--- src/rtl/sw_debounce.sv ---
// sw_debounce: synchronises a bus of slide switches into clk, accepts a new
// level per channel only after it has persisted across STABLE_TICKS sample
// ticks, and emits one-cycle rise/fall events on each accepted change.

// One debounce channel: 2-flop synchroniser, tick counter, clean level, events.
module sw_debounce_lane #(
    parameter int STABLE_TICKS = 10
) (
    input  logic clk,
    input  logic rst,
    input  logic tick,
    input  logic raw,
    output logic clean,
    output logic rise,
    output logic fall
);
    localparam int CNT_W = (STABLE_TICKS > 1) ? $clog2(STABLE_TICKS) : 1;
    localparam logic [CNT_W-1:0] CNT_MAX = CNT_W'(STABLE_TICKS - 1);

    logic             sync1;
    logic             s;
    logic [CNT_W-1:0] cnt;

    // Two-stage synchroniser; nothing filters the raw pin before this.
    always_ff @(posedge clk) begin
        if (rst) begin
            sync1 <= 1'b0;
            s     <= 1'b0;
        end else begin
            sync1 <= raw;
            s     <= sync1;
        end
    end

    // Count ticks while the synchronised level disagrees with the clean
    // level; any agreeing cycle (even between ticks) restarts the count.
    always_ff @(posedge clk) begin
        if (rst) begin
            cnt   <= '0;
            clean <= 1'b0;
            rise  <= 1'b0;
            fall  <= 1'b0;
        end else begin
            rise <= 1'b0;
            fall <= 1'b0;
            if (s == clean) begin
                cnt <= '0;
            end else if (tick && (cnt == CNT_MAX)) begin
                clean <= s;
                cnt   <= '0;
                rise  <= s;
                fall  <= ~s;
            end else if (tick) begin
                cnt <= cnt + CNT_W'(1);
            end
        end
    end
endmodule

// Top: shared sample-tick prescaler feeding WIDTH independent channels.
module sw_debounce #(
    parameter int WIDTH        = 16,
    parameter int TICK_DIV     = 100000,
    parameter int STABLE_TICKS = 10
) (
    input  logic             clk,
    input  logic             rst,
    input  logic [WIDTH-1:0] sw_raw,
    output logic [WIDTH-1:0] sw_clean,
    output logic [WIDTH-1:0] sw_rise,
    output logic [WIDTH-1:0] sw_fall,
    output logic             tick
);
    localparam int DIV_W = (TICK_DIV > 1) ? $clog2(TICK_DIV) : 1;
    localparam logic [DIV_W-1:0] DIV_MAX = DIV_W'(TICK_DIV - 1);

    logic [DIV_W-1:0] div;

    // Prescaler: tick is registered off the terminal count, so it is high for
    // exactly one cycle in every TICK_DIV (every cycle when TICK_DIV is 1).
    always_ff @(posedge clk) begin
        if (rst) begin
            div  <= '0;
            tick <= 1'b0;
        end else begin
            tick <= (div == DIV_MAX);
            div  <= (div == DIV_MAX) ? '0 : div + DIV_W'(1);
        end
    end

    for (genvar i = 0; i < WIDTH; i++) begin : g_lane
        sw_debounce_lane #(
            .STABLE_TICKS (STABLE_TICKS)
        ) u_lane (
            .clk   (clk),
            .rst   (rst),
            .tick  (tick),
            .raw   (sw_raw[i]),
            .clean (sw_clean[i]),
            .rise  (sw_rise[i]),
            .fall  (sw_fall[i])
        );
    end
endmodule

--- config.mk ---
export PLATFORM = sky130hd
export DESIGN_NAME = sw_debounce
export DESIGN_NICKNAME = d
export VERILOG_FILES = /design/src/rtl/sw_debounce.sv
export SDC_FILE = /design/constraint.sdc
export NUM_CORES = 1
export LEC_CHECK = 0
export CORE_ASPECT_RATIO = 0.6
export CORE_UTILIZATION = 41
export CTS_BUF_LIST = sky130_fd_sc_hd__clkbuf_8
export CTS_CLUSTER_DIAMETER = 50
export DETAILED_ROUTE_END_ITERATION = 16
export PLACE_DENSITY = 0.68
export REMOVE_ABC_BUFFERS = 1
export SLEW_MARGIN = 20
export SYNTH_ARGS = -nofsm -noshare
export SYNTH_HDL_FRONTEND = slang
export SYNTH_SLANG_ARGS = --single-unit
--- constraint.sdc ---
create_clock -name clk -period 1.9 [get_ports clk]
set_input_delay 0.19 -clock clk [delete_from_list [all_inputs] [get_ports clk]]
set_output_delay 0.19 -clock clk [all_outputs]
set_load 0.05 [all_outputs]
Yosys cells after proc, flatten, opt, wreduce, memory -nomap -nowiden
Index checks and enable logic that the tools add are counted.
Word-level totals
  register bits after elaboration: 162
  logic and storage cells: 261
Cells by class
  $add $sub $neg: 17
  equality and inequality tests: 33
  bitwise operators: 48
  reductions and logical operators: 65
Operators by type and width (number)
  3-bit OR reduction: 32
  4-bit by 1-bit adder with 4-bit output, second input constant: 16
  4-bit == test, second input constant: 16
  1-bit inverter: 48
  2-bit AND reduction: 16
  17-bit by 1-bit adder with 17-bit output, second input constant: 1
  17-bit == test, second input constant: 1
  1-bit == test: 16
  1-bit logical AND: 16
  2-bit OR reduction: 1

Logic depth before layout (Yosys ltp)
  depth in word-level cells: 4
  gate-level depth with buffers: 7

Modules after synthesis
Synthesis repeated with hierarchy kept, for this count alone.
Second synthesis, totals
  cell total of the unflattened synthesis: 584
  area total of the unflattened synthesis: 6347.3 µm²
By module, submodules not included
  sw_debounce_lane: times used 16, cells an instance 31, area each 342.8 µm²
  sw_debounce: times used 1, cells an instance 88, area each 862.1 µm²

Worst setup path before layout
Ideal clock, no wire load.
  path type: reg2reg
  start: reg tick
  end: reg g_lane[13].u_lane.cnt[2]
  setup time: 118 ps
  arrival time: 1523 ps
  data required time: 1782 ps
  setup slack: 259 ps
  stages on the path, launching flop included: 7
  buffers on the path: 3
  period minus slack after synthesis: 1641 ps
  path through: dfxtp_1 -> clkbuf_1 -> buf_2 -> buf_2 -> nand2_1 -> xor2_1 -> nor2_1
On the way
  cells in the longest elaborated chain, start to end: 2
RTL lines
  start: declaration: line 72  | output logic tick
  start signal: assignment: line 86  | tick <= (div == DIV_MAX);
  1-bit logical AND: line 48  | end else if (tick && (cnt == CNT_MAX)) begin
  3-bit OR reduction (no source line)
  end signal: assignment: line 54  | cnt <= cnt + CNT_W'(1);
  end: declaration: line 22  | logic [CNT_W-1:0] cnt;
Parallel ways exist; a longest one is shown, timed or not.
A chain may end at the register's enable or synchronous reset.

Final worst setup path
  start: reg g_lane[8].u_lane.fall
  end: out sw_fall[8]
RTL lines
  start: declaration: line 15  | output logic fall
  start signal: assignment: line 52  | fall <= ~s;
  end: declaration: line 71  | output logic [WIDTH-1:0] sw_fall,
No word-level cell between the ends.

==> impl_results.md <==
- Outcome: finished, violations left
- Failing checks: design-rule violations
- Required @ worst endpoint: 1.71 ns
- R2r startpoint: div[0]
- Pwr per Cell Area: between 800 and 900 nW/um^2
- H-tree levels: 4
- Initial drt markers: 167
- Starting Density: 42.5%
- Finished Cell Area: about 7600 sq um
- Reg2reg setup slack: around 0.22 ns
- Clock sinks: 162
- Clock tree buffer depth: 2
- Met2 usage in global routing: 23.8%
- Period minus WS final: 1.77 ns
- Arrival @ worst endpoint: 1.58 ns
- Hold Vio Cnt, Final: 0
- RR Endpoint: div[8]
- RePlAce Congestion: 0.692
- Hold Path Class: in -> reg
- GRT Total Usage: 14.5%
- Drc violations: 6
- LEAKAGE: 2.89 nW
- Core area: 15,500 sq um
- Sequence of cells on the critical path: clkdlybuf4s50_1
- Max Clock Freq: 564 MHz
- Layout Area Growth over Synthesis: 14.6%
- Final WS setup: 0.126 ns
- Setup Skew: 0.0174 ns
- Yosys cell types: 31
- Clk Latency, worst-skew pair: 0.43 ns
- Via density: ~4.8
- Max incr delay on CP: 0.80 ns
- Largest net degree at the start of global routing: between 50 and 60
- Worst path depth: 1
- Die height: 100 um
- TritonCTS clock tree: done
- Ratio of cells with drive above 1 in the final layout: 6.71%
- First-pass GRT wire length: around 20,000 um
- CP bufs+invs: 1
- Pre-antenna DRT Iters: 12
- Detailed-route wire length: 11,100 um
- Crit path from: g_lane[8].u_lane.fall
- Critical path class: reg -> out
- Dpl cell area: about 7100 sq um
- Post-synth EDFFs: 0
- Max cap viols: 0
- Synth Area per Inst: approximately 10 sq um
- Initial antenna violation count: 0
- Vias: roughly 4,300
- DP Wirelength: 7780 um
- Die W: 166 um
- Pre-CTS setup slack: ~0.24 ns
- Post-Syn Instances: about 650
- Rows: 35
- Total gr overflow: 0
- Kind of cell adding the most delay to the critical path: buffers and inverters
- Final nets: about 720
- Vias in the first global route: about 4,200
- Ys flop type: dfxtp_1
- Relative slew margins: roughly 65%
- Commonest non-fill, non-tap cells in the layout: dfxtp_1, nor2_1, xor2_1
- Num CTS Buffers: 17
- Most common cell after layout, fill and taps aside: dfxtp_1
- Final setup TNS: 0 ns
- Mapped Area: 6600 sq um
- Worst-Margin Slew: 0.517 ns
- Ys Warns: 0
- Worst-case reg-to-reg path depth: 6
- Slowest cell on the critical path: clkdlybuf4s50_1
- Gr busiest metal: met2
- Seq cells post-synth: 162
- Die Footprint: 16,600 sq um
- Ant diodes: 0
- CTS root buffer: clkbuf_8
- IO Pins: 67
- IO buf count: between 60 and 70
- Setup Viol. Count Final: 0
- RSZ-0062 raised after global routing: no
- Final Util: 48.7%
- Hold Buf Count CTS: 0
- Clk pin slew, worst setup/hold paths: 0.09 ns
- Worst setup path end: sw_fall[8]
- Register area share after synthesis: 49.1%
- Max-slew violations: 0
- Crit share post-route: 93.4%
- Peak supply drop: 0.434 mV
- Met3 GRT Util: 3.90%
- CP endpoint kind: output pin
- Met1 Resource Use GR: between 10% and 20%
- Largest fanout on the critical path: 1
- Drt wl/cell: 12.5 um
- Pwr Total: 6.36 mW
- Setup crit start kind: flop
- Detail Route Antenna Nets: 0
- Synth async-reset ratio: 0%
==> per-stage QoR <==
step	instances	hold WS, ns
after floorplan	581	0.262
after global placement	857	0.418
after detailed placement	857	0.424
after CTS	889	0.260
after global routing	889	0.285
final	889	0.292
==> layout make-up <==
| cell class | instances | area (sq um) |
|---|---|---|
| fillers | 1399 | 7980 |
| flip-flops and latches | 162 | 3250 |
| multi-input cells | 400 | 2820 |
| repair buffers | 73 | 727 |
| well taps | 203 | 254 |
| clock buffers | 18 | 248 |
| clock inverters | 14 | 200 |
| inverters | 19 | 71.3 |
==> worst min-delay path, cell delays in order <==
cell    delay [ns]
buf_2         0.12
buf_4         0.24
nor2_1        0.13
==> state kept, by name, summed over array words and instances, names as in the netlist <==
signal	count
g_lane.u_lane.rise	16
div	17
g_lane.u_lane.fall	16
tick	1
g_lane.u_lane.cnt	64
g_lane.u_lane.s	16
g_lane.u_lane.clean	16
g_lane.u_lane.sync1	16
==> cell usage after synthesis, types with 2 or more instances <==
cell type | n | area [sq um]
a211oi_1 | 16 | 120
and4_1 | 2 | 17.5
buf_1 | 3 | 11.3
buf_2 | 8 | 40.0
buf_4 | 49 | 368
clkbuf_1 | 10 | 37.5
dfxtp_1 | 162 | 3240
ha_1 | 33 | 413
inv_1 | 18 | 67.6
mux2i_1 | 16 | 160
nand2_1 | 18 | 67.6
nand3_1 | 25 | 125
nand4_1 | 21 | 131
nand4b_1 | 16 | 140
nor2_1 | 97 | 364
nor2b_1 | 32 | 200
nor3_1 | 2 | 10.0
nor4_1 | 4 | 25.0
nor4b_1 | 32 | 280
xnor2_1 | 24 | 210
xor2_1 | 54 | 473
==> routing by layer <==
metal	share of wire [%]	vias to the layer above
met5	0	-
li1	-	2194
met3	3.7	8
met1	50	1986
met4	0.84	0
met2	45	65
==> power by group <==
| group | internal (mW) | total (mW) | leakage, nW | switching (mW) |
|---|---|---|---|---|
| logic | 0.0703 | 0.141 | 1.35 | 0.0705 |
| registers | 3.43 | 3.45 | 1.31 | 0.0252 |
| clock network | 1.49 | 2.77 | 0.222 | 1.28 |
| total | 4.99 | 6.36 | 2.89 | 1.37 |
==> worst min-delay path by stage <==
stage                              to  slack, ns                    start  cells past startpoint
2_1_floorplan      g_lane[0].u_lane.s       0.26                      rst                      1
3_3_place_gp      g_lane[11].u_lane.s       0.42  g_lane[11].u_lane.sync1                      1
3_5_place_dp      g_lane[11].u_lane.s       0.42  g_lane[11].u_lane.sync1                      1
4_1_cts        g_lane[2].u_lane.sync1       0.26                sw_raw[2]                      2
5_1_grt        g_lane[2].u_lane.sync1       0.29                sw_raw[2]                      2
6_report       g_lane[9].u_lane.clean       0.29                      rst                      3
==> cells by family (layout without fill, tap and decap cells) <==
| logic type | Yosys count | count (layout) | synth area share, % |
|---|---|---|---|
| flops | 162 | 162 | 49.1 |
| mux | 16 | 16 | 2.43 |
| buf+inv | 90 | 124 | 8.17 |
| xor+xnor | 78 | 78 | 10.3 |
| simple gates | 254 | 254 | 21.3 |
| compound gates | 19 | 19 | 2.33 |
| fa+ha+maj | 33 | 33 | 6.25 |
==> timing repair <==
item / CTS / global route
gates resized for setup: 15 / 1
setup endpoints to repair: 15 / 1
setup buffers: 0 / 0
endpoints found under the hold margin: 0 / 0
No activity file was read; power rests on OpenSTA's default activity.
